$ cat config.mk
export PLATFORM = sky130hd
export DESIGN_NAME = coreuart_autobaud_ctrl
export DESIGN_NICKNAME = d
export VERILOG_FILES = /design/src/rtl/coreuart_pkg.sv /design/src/rtl/coreuart_rx_sync.sv /design/src/rtl/coreuart_autobaud_ctrl.sv
export SDC_FILE = /design/constraint.sdc
export NUM_CORES = 1
export LEC_CHECK = 0
export CORE_UTILIZATION = 40
export CTS_CLUSTER_DIAMETER = 120
export DETAILED_ROUTE_END_ITERATION = 8
export PLACE_DENSITY_LB_ADDON = 0.1
export SLEW_MARGIN = 40
export SYNTH_ARGS = -nofsm -noshare
export SYNTH_HDL_FRONTEND = slang
export SYNTH_HIERARCHICAL = 1
export SYNTH_SLANG_ARGS = --single-unit
export TNS_END_PERCENT = 50
$ cat constraint.sdc
create_clock -name CLK -period 8.65 [get_ports CLK]
set_input_delay 1.2975 -clock CLK [delete_from_list [all_inputs] [get_ports CLK]]
set_output_delay 1.2975 -clock CLK [all_outputs]
set_load 0.03 [all_outputs]
$ cat src/rtl/coreuart_pkg.sv
// Shared CoreUART types: auto-baud FSM states and error codes.
package coreuart_pkg;

  typedef enum logic [1:0] {
    IDLE,
    ARM,
    MEAS,
    CALC
  } ab_state_e;

  localparam logic [1:0] ERR_NONE    = 2'b00;
  localparam logic [1:0] ERR_TIMEOUT = 2'b01;
  localparam logic [1:0] ERR_FAST    = 2'b10;
  localparam logic [1:0] ERR_JITTER  = 2'b11;

endpackage

$ cat src/rtl/coreuart_rx_sync.sv
// Two-flop RX synchronizer plus registered falling-edge detector.
module coreuart_rx_sync (
  input  logic clk,
  input  logic reset,
  input  logic rx,
  output logic fall
);

  logic s1_q, s1_d;
  logic s2_q, s2_d;
  logic prev_q, prev_d;
  logic fall_q, fall_d;

  always_comb begin
    s1_d   = rx;
    s2_d   = s1_q;
    prev_d = s2_q;
    fall_d = prev_q & ~s2_q;
  end

  // Line idles high, so flops come out of reset as 1.
  always_ff @(posedge clk) begin
    if (reset) begin
      s1_q   <= 1'b1;
      s2_q   <= 1'b1;
      prev_q <= 1'b1;
      fall_q <= 1'b0;
    end else begin
      s1_q   <= s1_d;
      s2_q   <= s2_d;
      prev_q <= prev_d;
      fall_q <= fall_d;
    end
  end

  assign fall = fall_q;

endmodule

$ cat src/rtl/coreuart_autobaud_ctrl.sv
// Auto-baud controller: measures a 0x55 sync character and
// loads the integer/fractional baud divisor.
module coreuart_autobaud_ctrl
  import coreuart_pkg::*;
#(
  parameter int          CNT_W           = 21,
  parameter logic [12:0] RESET_BAUD_VAL  = 13'd1,
  parameter logic [2:0]  RESET_BAUD_FRAC = 3'd0
) (
  input  logic        CLK,
  input  logic        RESET,
  input  logic        START,
  input  logic        RX,
  input  logic        SW_LOAD,
  input  logic [12:0] SW_BAUD_VAL,
  input  logic [2:0]  SW_BAUD_FRAC,
  output logic [12:0] BAUD_VAL,
  output logic [2:0]  BAUD_VAL_FRACTION,
  output logic        BUSY,
  output logic        DONE,
  output logic        ERR,
  output logic [1:0]  ERR_CODE
);

  localparam logic [CNT_W-1:0] ONE = 1;

  logic fall;

  coreuart_rx_sync u_sync (
    .clk   (CLK),
    .reset (RESET),
    .rx    (RX),
    .fall  (fall)
  );

  ab_state_e        state_q, state_d;
  logic [CNT_W-1:0] n_q, n_d;
  logic [CNT_W-1:0] iv_q, iv_d;
  logic [CNT_W-1:0] i1_q, i1_d;
  logic [2:0]       k_q, k_d;
  logic [12:0]      baud_q, baud_d;
  logic [2:0]       frac_q, frac_d;
  logic [1:0]       code_q, code_d;
  logic             busy_q, busy_d;
  logic             done_q, done_d;
  logic             err_q, err_d;

  logic [CNT_W-1:0] ik, diff;
  logic             jit;
  logic [15:0]      q;

  always_comb begin
    state_d = state_q;
    n_d     = n_q;
    iv_d    = iv_q;
    i1_d    = i1_q;
    k_d     = k_q;
    baud_d  = baud_q;
    frac_d  = frac_q;
    code_d  = code_q;
    done_d  = 1'b0;
    err_d   = 1'b0;

    ik   = iv_q + ONE;
    diff = (ik > i1_q) ? ik - i1_q : i1_q - ik;
    jit  = diff > (i1_q >> 2);
    q    = 16'((32'(n_q) + 32'd8) >> 4);

    unique case (state_q)
      IDLE: ;
      ARM: begin
        n_d  = '0;
        iv_d = '0;
        k_d  = '0;
        if (fall) state_d = MEAS;
      end
      MEAS: begin
        n_d  = n_q + ONE;
        iv_d = iv_q + ONE;
        if (fall) begin
          k_d  = k_q + 3'd1;
          iv_d = '0;
          if (k_q == 3'd0) begin
            i1_d = ik;
          end else if (jit) begin
            err_d   = 1'b1;
            code_d  = ERR_JITTER;
            state_d = IDLE;
          end else if (k_q == 3'd3) begin
            state_d = CALC;
          end
        end
        if (state_d == MEAS && (&n_q)) begin
          err_d   = 1'b1;
          code_d  = ERR_TIMEOUT;
          state_d = IDLE;
        end
      end
      CALC: begin
        state_d = IDLE;
        if (q < 16'd8) begin
          err_d  = 1'b1;
          code_d = ERR_FAST;
        end else begin
          baud_d = q[15:3] - 13'd1;
          frac_d = q[2:0];
          done_d = 1'b1;
        end
      end
      default: state_d = IDLE;
    endcase

    if (START) begin
      state_d = ARM;
      code_d  = ERR_NONE;
      n_d     = '0;
      iv_d    = '0;
      k_d     = '0;
      baud_d  = baud_q;
      frac_d  = frac_q;
      done_d  = 1'b0;
      err_d   = 1'b0;
    end

    // Software load overrides everything, including a same-cycle CALC.
    if (SW_LOAD) begin
      state_d = IDLE;
      baud_d  = SW_BAUD_VAL;
      frac_d  = SW_BAUD_FRAC;
      code_d  = code_q;
      done_d  = 1'b1;
      err_d   = 1'b0;
    end

    busy_d = (state_d != IDLE);
  end

  always_ff @(posedge CLK) begin
    if (RESET) begin
      state_q <= IDLE;
      n_q     <= '0;
      iv_q    <= '0;
      i1_q    <= '0;
      k_q     <= '0;
      baud_q  <= RESET_BAUD_VAL;
      frac_q  <= RESET_BAUD_FRAC;
      code_q  <= ERR_NONE;
      busy_q  <= 1'b0;
      done_q  <= 1'b0;
      err_q   <= 1'b0;
    end else begin
      state_q <= state_d;
      n_q     <= n_d;
      iv_q    <= iv_d;
      i1_q    <= i1_d;
      k_q     <= k_d;
      baud_q  <= baud_d;
      frac_q  <= frac_d;
      code_q  <= code_d;
      busy_q  <= busy_d;
      done_q  <= done_d;
      err_q   <= err_d;
    end
  end

  assign BAUD_VAL          = baud_q;
  assign BAUD_VAL_FRACTION = frac_q;
  assign BUSY              = busy_q;
  assign DONE              = done_q;
  assign ERR               = err_q;
  assign ERR_CODE          = code_q;

endmodule
==> run_results.csv <==
group,metric,value,unit
run_status,status,"complete, no violations",
floorplanning,die-area,0.0196,mm^2
timing,final-setup-viol-count,0,
global_routing,grt.total_usage,0.209,
cts,cts_hold_buf,0,
global_routing,grt.overflow.total,0,
cts,cts_tree,"yes",
global_routing,use_met1,0.285,
drt,antenna_left,0,
drt,firstDrtPassIters,5,
synthesis,ys_ff_latch,93,
floorplanning,dieWidth,140,um
worst_setup_path,cp_top_family,"compound AO/OA/AOI/OAI gates",
worst_setup_path,crit_arrival,8.14,ns
power_and_ir_drop,p_per_area,107,mW/mm^2
worst_setup_path,crit_path_start_kind,"register",
cts,cts_num_sinks,93,
timing,max_slew.worst_pin.slew,0.820,ns
worst_setup_path,cp_slowest_stage_delay,0.50,ns
worst_setup_path,rr_worst_depth,31,
synthesis,synth_mux_area_frac,0.0305,
layout,areaGrowthSynthToFinish,9.33,%
synthesis,synth_edf_count,0,
global_routing,grt_util_met2,0.336,
synthesis,seq_area_frac_synth,0.244,
cts,cts_root_buf,"clkbuf_16",
synthesis,synth_cells,1003,
placed_design,dp.final_hpwl,15500,um
synthesis,synth.distinct_cells,75,
cts,cts_setup_buffers,0,
synthesis,synth_compound_area_frac,0.216,
timing,slew_headroom,0.453,
synthesis,synth_top_family_by_area,"simple AND/OR/NAND/NOR gates",
synthesis,synth_nets,1097,
worst_setup_path,crit_buf_inv,0,
worst_setup_path,cpMaxStageDelayCell,"o311ai_1",
drt,wl,20000,um
drt,viasPerCell,5.46,
timing,skew,0.0127,ns
worst_setup_path,critPathMaxFanout,10,
synthesis,synth_xor_xnor_area_share,0.0862,
worst_setup_path,critPathKind,"reg -> reg",
synthesis,synth_top_area_frac,0.244,
cts,cts.clk_slew.worst_paths,0.07,ns
global_routing,gr-usage-met3,0.0226,
synthesis,synth_largest_area_cell,"dfxtp_1",
power_and_ir_drop,leakagePower,3.46,nW
synthesis,postSynthAreaPerCell,7.60,um^2
cts,cts-resized-gates,0,
layout,nNetsFinal,1098,
worst_setup_path,required,8.93,ns
drt,vias,6770,
cts,clock_tree.htree_level_count,3,
floorplanning,num_rows,50,
timing,whs,0.411,ns
run,cap_violations,0,
global_routing,grt.busiest_layer,"met2",
placed_design,place_ws,0.410,ns
synthesis,async_reset_ff_frac,0,
power_and_ir_drop,vdd_drop_max,0.0879,mV
synthesis,synthTopCellsByArea,"dfxtp_1 (24%), ha_1 (12%), nor2_1 (7.0%)",
power_and_ir_drop,finalPower,0.000889,W
global_routing,grt_pass1_wl,32600,um
synthesis,synthAdderAreaFrac,0.122,
timing,period_share,0.909,
layout,diodes,0,
placed_design,numPortBuffers,41,
global_routing,antenna_found_initial,0,
drt,drc,0,
synthesis,yosys_warnings,6,
floorplanning,fp.dieH,140,um
floorplanning,coreArea,0.0187,mm^2
worst_setup_path,cp_num_cells,31,
timing,layout_min_cycle_time,7.86,ns
synthesis,synth_ff_type,"dfxtp_1",
min_path,min_path_cells,1,
timing,rsz0062_at_grt,"false",
timing,max_freq,0.127,GHz
timing,slew_violations,0,
timing,tns,0,ns
worst_setup_path,end_kind,"register",
cts,clk_latency,0.35,ns
timing,fin_ws,0.788,ns
layout,final_cells,1241,
global_routing,grt_pass1_vias,6232,
global_routing,grt_max_degree,51,
timing,hold_viol,0,
cts,cts_buffer_depth,2,
min_path,hold_class,"reg -> reg",
synthesis,synth_area,0.00762,mm^2
floorplanning,initial_core_util,0.407,
placed_design,gp_congestion,0.914,
placed_design,dp.cells,1227,
cts,cts_made_buffers,9,
floorplanning,pin_count,42,
drt,wl_per_cell,16.1,um
synthesis,synth_simple_gate_area_frac,0.229,
drt,drtIter0Drc,394,
layout,layout-drive-gt1-share,0.0467,
-- cells in the final DEF, fill, tap and decap left out, drive strengths merged, types with 10 or more instances in the layout --
cell type,n
nand4,20
mux2i,21
inv,62
o21ai,54
xor2,29
clkdlybuf4s50,40
o21bai,14
nand3,24
nor2,144
xnor2,46
a22oi,17
nand2,80
ha,71
dfxtp,93
a211oi,32
nor3,23
a21oi,86
and3,15
a21o,16
clkbuf,10
-- Yosys cell counts, drive strengths merged, types with 16 or more instances --
library cell,count
xor2,29
a21o,16
nor3,23
dfxtp,93
buf,29
nand2,80
a22oi,17
clkbuf,28
xnor2,46
a211oi,32
nor2,144
nand4,20
ha,71
nand3,24
a21oi,86
inv,62
mux2i,21
o21ai,54
-- power by group --
group / switching, W / total [W] / internal [W]
Clock: 0.000168 / 0.000389 / 0.000221
Combinational: 0.0000360 / 0.0000624 / 0.0000263
Sequential: 0.00000363 / 0.000438 / 0.000434
Total: 0.000207 / 0.000889 / 0.000682
-- routing by layer --
layer  up-vias  part of all wire
met1      3097              0.49
met3        28             0.032
li1       3517                 -
met2       128              0.45
met4         0             0.024
met5         -                 0
-- stage by stage --
step / area [um^2] / util
after floorplan: 7620 / -
after global placement: 8040 / 0.430
after detailed placement: 8040 / 0.430
after CTS: 8320 / 0.445
after global routing: 8330 / 0.445
final: 8330 / 0.445
-- final cells by class --
type	count	area, um^2
Timing Repair Buffer	47	450
Multi-Input combinational cell	791	5210
Clock buffer	10	229
Inverter	62	233
Clock inverter	4	51.3
Tap cell	234	293
Fill cell	1874	10400
Sequential cell	93	1860
-- sequential cells by signal, indices dropped and copies added, names as in the netlist --
name / flops
BAUD_VAL_FRACTION: 3
u_sync/prev_q: 1
iv_q: 21
u_sync/fall: 1
BUSY: 1
n_q: 21
BAUD_VAL: 13
ERR: 1
u_sync/prev_d: 1
ERR_CODE: 2
state_q: 2
k_q: 3
DONE: 1
u_sync/s1_q: 1
i1_q: 21
-- cell families (layout without fill, tap and decap cells) --
group / count (synthesis) / in the layout
muxes: 23 / 23
buffers and inverters: 119 / 123
xor gates and xnor gates: 75 / 75
DFF: 93 / 93
and+or+nand+nor: 360 / 360
adders and majority gates: 73 / 73
AOI/OAI and AO/OA: 260 / 260
-- final timing paths --
kind                 start          end  slack [ns]
max                iv_q[0]  ERR_CODE[0]        0.79
min          u_sync/prev_d  u_sync/fall        0.41
max reg2reg        iv_q[0]  ERR_CODE[0]        0.79
min reg2reg  u_sync/prev_d  u_sync/fall        0.41
No activity file was read; power rests on OpenSTA's default activity.
